[config.mk]
export PLATFORM = sky130hd
export DESIGN_NAME = fb_mem_arbiter
export DESIGN_NICKNAME = d
export VERILOG_FILES = /design/src/rtl/fb_mem_arbiter.sv
export SDC_FILE = /design/constraint.sdc
export NUM_CORES = 1
export LEC_CHECK = 0
export CORE_MARGIN = 10
export CORE_UTILIZATION = 38
export DETAILED_ROUTE_END_ITERATION = 7
export GPL_ROUTABILITY_DRIVEN = 0
export GPL_TIMING_DRIVEN = 1
export PLACE_DENSITY = 0.77
export SLEW_MARGIN = 20
export SYNTH_ARGS = -nofsm -noshare
export SYNTH_HDL_FRONTEND = slang
export SYNTH_SLANG_ARGS = --single-unit
[constraint.sdc]
create_clock -name clk_clk -period 1.66 [get_ports clk_clk]
set_input_delay 0.332 -clock clk_clk [delete_from_list [all_inputs] [get_ports clk_clk]]
set_output_delay 0.332 -clock clk_clk [all_outputs]
set_load 0.1 [all_outputs]
[src/rtl/fb_mem_arbiter.sv]
// fb_mem_arbiter
//   Shares one single-port framebuffer RAM between the display fetch engine
//   (priority requester) and the CPU Avalon-MM data port. A saturating
//   starvation counter forces a CPU slot after STARVE_LIMIT consecutive denied
//   cycles. Read returns are routed back to their owner by a valid/owner tag
//   pipeline matched to the fixed memory read latency.
//
// Ports
//   clk_clk, reset_reset_n      clock, asynchronous active-low reset
//   disp_req/disp_addr          display read request (held until granted)
//   disp_grant                  combinational accept for the display
//   disp_rdata/disp_rvalid      display read return
//   cpu_read/cpu_write/...      Avalon-MM slave side for the CPU
//   cpu_waitrequest             combinational, low = CPU request accepted
//   cpu_readdata/..valid        CPU read return
//   mem_addr/mem_wdata/mem_we/mem_re   registered RAM command
//   mem_rdata                   RAM read data, RD_LAT cycles after mem_re
module fb_mem_arbiter #(
  parameter int AW           = 16,
  parameter int DW           = 32,
  parameter int RD_LAT       = 2,
  parameter int STARVE_LIMIT = 8
) (
  input  logic          clk_clk,
  input  logic          reset_reset_n,
  input  logic          disp_req,
  input  logic [AW-1:0] disp_addr,
  output logic          disp_grant,
  output logic [DW-1:0] disp_rdata,
  output logic          disp_rvalid,
  input  logic          cpu_read,
  input  logic          cpu_write,
  input  logic [AW-1:0] cpu_addr,
  input  logic [DW-1:0] cpu_wdata,
  output logic          cpu_waitrequest,
  output logic [DW-1:0] cpu_readdata,
  output logic          cpu_readdatavalid,
  output logic [AW-1:0] mem_addr,
  output logic [DW-1:0] mem_wdata,
  output logic          mem_we,
  output logic          mem_re,
  input  logic [DW-1:0] mem_rdata
);

  logic          cpu_pend;
  logic          cpu_win;
  logic          disp_win;
  logic          issue_read;
  logic [7:0]    starve_cnt;

  // Tag stage 0 is loaded with the issue; stage RD_LAT lines up with the
  // cycle in which mem_rdata is valid for that read.
  logic [RD_LAT:0] tag_valid;
  logic [RD_LAT:0] tag_cpu;

  assign cpu_pend = cpu_read | cpu_write;

  // Grants are forced off while reset is held so the CPU sees waitrequest=1.
  assign cpu_win  = reset_reset_n & cpu_pend &
                    (~disp_req | (starve_cnt >= 8'(STARVE_LIMIT)));
  assign disp_win = reset_reset_n & disp_req & ~cpu_win;

  // A simultaneous read+write from the CPU is handled as a write only.
  assign issue_read = disp_win | (cpu_win & ~cpu_write);

  assign disp_grant      = disp_win;
  assign cpu_waitrequest = ~cpu_win;

  // Memory command register: one operation per cycle, high for one cycle.
  always_ff @(posedge clk_clk or negedge reset_reset_n) begin
    if (!reset_reset_n) begin
      mem_addr  <= '0;
      mem_wdata <= '0;
      mem_we    <= 1'b0;
      mem_re    <= 1'b0;
    end else begin
      mem_re <= issue_read;
      mem_we <= cpu_win & cpu_write;
      if (disp_win) begin
        mem_addr  <= disp_addr;
        mem_wdata <= '0;
      end else if (cpu_win) begin
        mem_addr  <= cpu_addr;
        mem_wdata <= cpu_write ? cpu_wdata : '0;
      end
    end
  end

  // Saturating count of consecutive cycles the CPU was pending but denied.
  always_ff @(posedge clk_clk or negedge reset_reset_n) begin
    if (!reset_reset_n) begin
      starve_cnt <= '0;
    end else if (cpu_win || !cpu_pend) begin
      starve_cnt <= '0;
    end else if (starve_cnt != 8'hFF) begin
      starve_cnt <= starve_cnt + 8'd1;
    end
  end

  // Latency-matched tag shift register; clearing it on reset drops any
  // in-flight reads so they never raise an rvalid.
  always_ff @(posedge clk_clk or negedge reset_reset_n) begin
    if (!reset_reset_n) begin
      tag_valid <= '0;
      tag_cpu   <= '0;
    end else begin
      tag_valid <= {tag_valid[RD_LAT-1:0], issue_read};
      tag_cpu   <= {tag_cpu[RD_LAT-1:0], cpu_win};
    end
  end

  // Return register: only the owner's data register captures mem_rdata,
  // the other keeps its previous value.
  always_ff @(posedge clk_clk or negedge reset_reset_n) begin
    if (!reset_reset_n) begin
      disp_rdata        <= '0;
      disp_rvalid       <= 1'b0;
      cpu_readdata      <= '0;
      cpu_readdatavalid <= 1'b0;
    end else begin
      disp_rvalid       <= tag_valid[RD_LAT] & ~tag_cpu[RD_LAT];
      cpu_readdatavalid <= tag_valid[RD_LAT] &  tag_cpu[RD_LAT];
      if (tag_valid[RD_LAT]) begin
        if (tag_cpu[RD_LAT]) begin
          cpu_readdata <= mem_rdata;
        end else begin
          disp_rdata <= mem_rdata;
        end
      end
    end
  end

endmodule
Yosys cells after proc, flatten, opt, wreduce, memory -nomap -nowiden:

Index checks and enable logic that the tools add are counted.

* memories kept: 0
* word-level logic and storage cells: 42
* register bits: 130
* output and inout port bits: 118
* ROM bits: 0
* bits in latches: 0
* input bits: 101
* bits in writable memories: 0

* magnitude comparators: 1
* $mul: 0
* bitwise gates (word level): 15
* mux-type cells: 7
* reduce and logical (&&, ||, !) cells: 6
* $add $sub $neg: 1
* shift operators: 0
* equality and inequality tests: 1
* div/mod/pow operators: 0

Operators by type and width (number)
* 2-to-1 mux 32 bit: 3
* 2-to-1 mux 16 bit: 2
* 2-to-1 mux 8 bit: 2
* adder 8 x 1 -> 8 bit, second input constant: 1
* bitwise AND 1 bit: 8
* >= comparator 8 x 4 -> 1 bit, second input constant: 1
* inequality test 8 bit, second input constant: 1
* NOT 1 bit: 4
* AND reduction 2 bit: 2
* nonzero test 2 bit: 2
* OR 1 bit: 3
* logical NOT 1 bit: 1
* logical OR 1 bit: 1

Longest topological paths before layout:

* word-level depth: 6
* gate-level depth with buffers: 5

Worst setup path before layout:

Ideal clock, no wire load.

* path type: flip-flop to output port
* start: register starve_cnt[4]
* end: output disp_grant
* cell stages (with the launch flop): 6
* slack: -1.133 ns
* data arrival time: 2.461 ns
* path buffers: 2
* required time: 1.328 ns
* cells stage by stage: dfrtp_1 > buf_6 > nor4_4 > a21oi_4 > buf_6 > nor2_1

* word-level cells in the longest chain between the ends: 5

Ends and longest elaborated chain
* start, declared: RTL line 49 `logic [7:0] starve_cnt;`
* start signal, assigned: RTL line 96 `starve_cnt <= starve_cnt + 8'd1;`
* >= comparator 8 x 4 -> 1 bit: RTL line 60 `(~disp_req | (starve_cnt >= 8'(STARVE_LIMIT)));`
* OR 1 bit: RTL line 60
* bitwise AND 1 bit: RTL line 59 `assign cpu_win = reset_reset_n & cpu_pend &`
* named net cpu_win: RTL line 46 `logic cpu_win;`
* NOT 1 bit: RTL line 61 `assign disp_win = reset_reset_n & disp_req & ~cpu_win;`
* bitwise AND 1 bit: RTL line 61
* end, declared: RTL line 28 `output logic disp_grant,`

The timed path passes the listed nets, and every way through them passes these cells.

Final worst setup path:

* start: register starve_cnt[4]
* end: output disp_grant

* word-level cells in the longest chain between the ends: 5

Ends and longest elaborated chain (RTL line)
* >= comparator 8 x 4 -> 1 bit: 60
* OR 1 bit: 60
* bitwise AND 1 bit: 59
* NOT 1 bit: 61
* bitwise AND 1 bit: 61

No other way between the ends.

==> flow_metrics.tcl <==
set metrics [dict create \
    status "finished, violations left" \
    violations "negative setup slack" \
    switchingPower_mw 6.55 \
    via_per_inst 4.94 \
    start_util_pct 38.4 \
    grt_max_degree 64 \
    period_share_pct 126 \
    yosysWarnings 0 \
    power_frac_comb_pct 46.9 \
    cp-start-kind "flop" \
    cts_made_buffers 17 \
    timing.fmax_mhz 477 \
    power.internal_mw 9.01 \
    ff_latch_area_um2 3230 \
    first_pass_iters 4 \
    postPlaceCellArea_um2 8860 \
    fin_ws_ns -0.435 \
    wl_um 15600 \
    cts.clk_slew.worst_paths_ns 0.06 \
    grt_pass1_vias 4333 \
    cts_root_buf "clkbuf_16" \
    skew_ns 0.00415 \
    synth_ff_type "dfrtp_1" \
    wl_per_cell_um 20.3 \
    multi_input_area_um2 1750 \
    row_count 42 \
    tightestPinTransition_ns 0.786 \
    grt_use_total_pct 17.5 \
    slew_headroom_pct 47.6 \
    nFillCells 811 \
    async_flop_share_pct 100 \
    rr_worst_depth 7 \
    clk_latency_ns 0.41 \
    drive_gt1_share_pct 49.1 \
    drtIter0Drc 171 \
    hold_violations 0 \
    htreeDepth 4 \
    fin_crit_ns 2.09 \
    worstSetupEndpointType "output port" \
    ys_ff_latch 129 \
    grt_pass1_wl_um 24700 \
    clock_sinks 129 \
    die_h_um 135 \
    post-route-util_pct 72.7 \
    finalNetCount 681 \
    drcViolationCount 0 \
    tns_ns -1.79 \
    cap_viol_max_count 0 \
    io-pin-count 219 \
    reg2reg_slack_ns -0.14 \
    path_class "reg2out" \
    required_ns 1.33 \
    core_um2 13100 \
    hp-class "in2async" \
    drv_slew 0 \
    synth-edff-count 0 \
    port_buffers 218 \
    yosysUniqueCellTypes 33 \
    global_route.overflow_total 0 \
    swShare_pct 42.1 \
    setup_viol 15 \
    dr_total_vias 3789 \
    syn-num-nets 430 \
    antenna_found_initial 0 \
    power_frac_clock_pct 25.5 \
    synth_area_per_cell_um2 15.4 \
    cts_tree "built" \
    p_per_area_nw_per_um2 1630 \
    diodes 0 \
    die_w_um 135 \
    crit_arrival_ns 1.76 \
    irDropWorstVdd_v 0.000674 \
    ys_seq_area_share_pct 64.0 \
    p_leak_nw 4.18 \
    power_frac_seq_pct 27.6 \
    dp_hpwl_um 12100 \
    rsz0062_at_grt "yes" \
    r2r-end "mem_addr[9]" \
    synthCells 327 \
    r2r-start "starve_cnt[4]" \
    area_growth_pct 89.2 \
    final_area_um2 9550 \
    cts_buffer_depth 2 \
    die-area_um2 18300 \
    cp_max_fo 4 \
    syn-cell-area_um2 5050 \
    ant_nets 0 \
    dpl_worst_slack_ns -0.381 \
    holdWs_ns 0.0711 \
]
synth_stat cells (3+ instances only):
cell type | n | area, µm²
buf_2 | 9 | 45.0
nor2_1 | 4 | 15.0
nand2_1 | 4 | 15.0
dfrtp_1 | 129 | 3230
nor3_1 | 7 | 35.0
a22o_1 | 32 | 280
buf_1 | 5 | 18.8
mux2_2 | 89 | 1000
a31oi_1 | 3 | 18.8
inv_1 | 4 | 15.0
a21oi_1 | 5 | 25.0
mux2_4 | 7 | 105
flip-flops by register name, indices dropped and copies added, names as in the netlist:
| register | cells |
|---|---|
| cpu_readdata | 32 |
| tag_cpu | 3 |
| mem_wdata | 32 |
| cpu_readdatavalid | 1 |
| mem_addr | 16 |
| starve_cnt | 8 |
| disp_rdata | 32 |
| disp_rvalid | 1 |
| mem_we | 1 |
| tag_valid | 3 |
through the flow:
stage                     power [mW]  cells
after global placement          11.6    729
after CTS                       15.7    766
final                           15.6    767
after global routing            16.0    767
after floorplan                 8.48    327
after detailed placement        11.7    729
worst max-delay path, cell delays in order (launching register included):
cell,delay [ns]
dfrtp_1,0.41
nor4_4,0.29
buf_4,0.17
a21oi_4,0.08
buf_12,0.13
nor2_4,0.10
buf_12,0.18
worst max-delay path by stage:
stage	end	slack (ns)	start	depth (start not counted)
after global routing	disp_grant	-0.53	starve_cnt[4]	6
after detailed placement	disp_grant	-0.38	cpu_read	7
after global placement	disp_grant	-0.36	cpu_read	7
final	disp_grant	-0.43	starve_cnt[4]	6
after CTS	disp_grant	-0.47	starve_cnt[4]	6
after floorplan	disp_grant	-0.30	starve_cnt[7]	4
power by group through the flow:
stage	registers [mW]	logic [mW]	clock network [mW]
6_report	4.29	7.30	3.97
4_1_cts	4.30	7.36	4.05
3_5_place_dp	4.34	7.34	0
3_3_place_gp	4.30	7.26	0
5_1_grt	4.35	7.48	4.19
2_1_floorplan	7.75	0.723	0
cell families after synthesis:
group                    Yosys count  share of synthesized area (%)
AO/OA/AOI/OAI                     49                           7.88
adder cells (fa/ha/maj)            2                          0.496
multiplexers                      96                           21.9
buffers and inverters             21                           2.08
AND/OR/NAND/NOR                   30                           3.64
flip-flops                       129                           64.0
final cells by class:
class	instances	share of cell area, %
timing repair buffer	249	38.7
sequential	129	33.8
multi-input combinational	177	18.3
clock buffer	19	4.74
tap	176	2.31
clock inverter	13	1.94
inverter	4	0.197
repair_timing:
item                                    CTS  global route
setup buffers                             4             1
hold endpoints to repair                 11             0
cloned                                    0             0
pin swaps                                 2             0
hold buffers                              1             0
endpoints found under the setup margin    9            16
gates resized for setup                   1             1
cell usage in the layout, fill, tap and decap left out, types with 5 or more instances in the layout:
cell type	synthesis	final
a21oi_1	5	5
nor3_1	7	6
mux2_4	7	7
a22o_1	32	32
buf_12	0	126
dfrtp_1	129	128
buf_4	0	23
clkbuf_16	0	17
mux2_2	89	89
clkinvlp_4	0	6
clkdlybuf4s50_1	0	99
routing by layer:
layer / global-route usage [%] / part of all wire [%] / vias up
li1: - / - / 1709
met1: 18.8 / 38 / 1889
met2: 29.1 / 51 / 166
met3: 7.94 / 9.6 / 25
met4: 7.54 / 2.0 / 0
met5: 0 / 0 / -
Power figures use the tool's default switching activity.
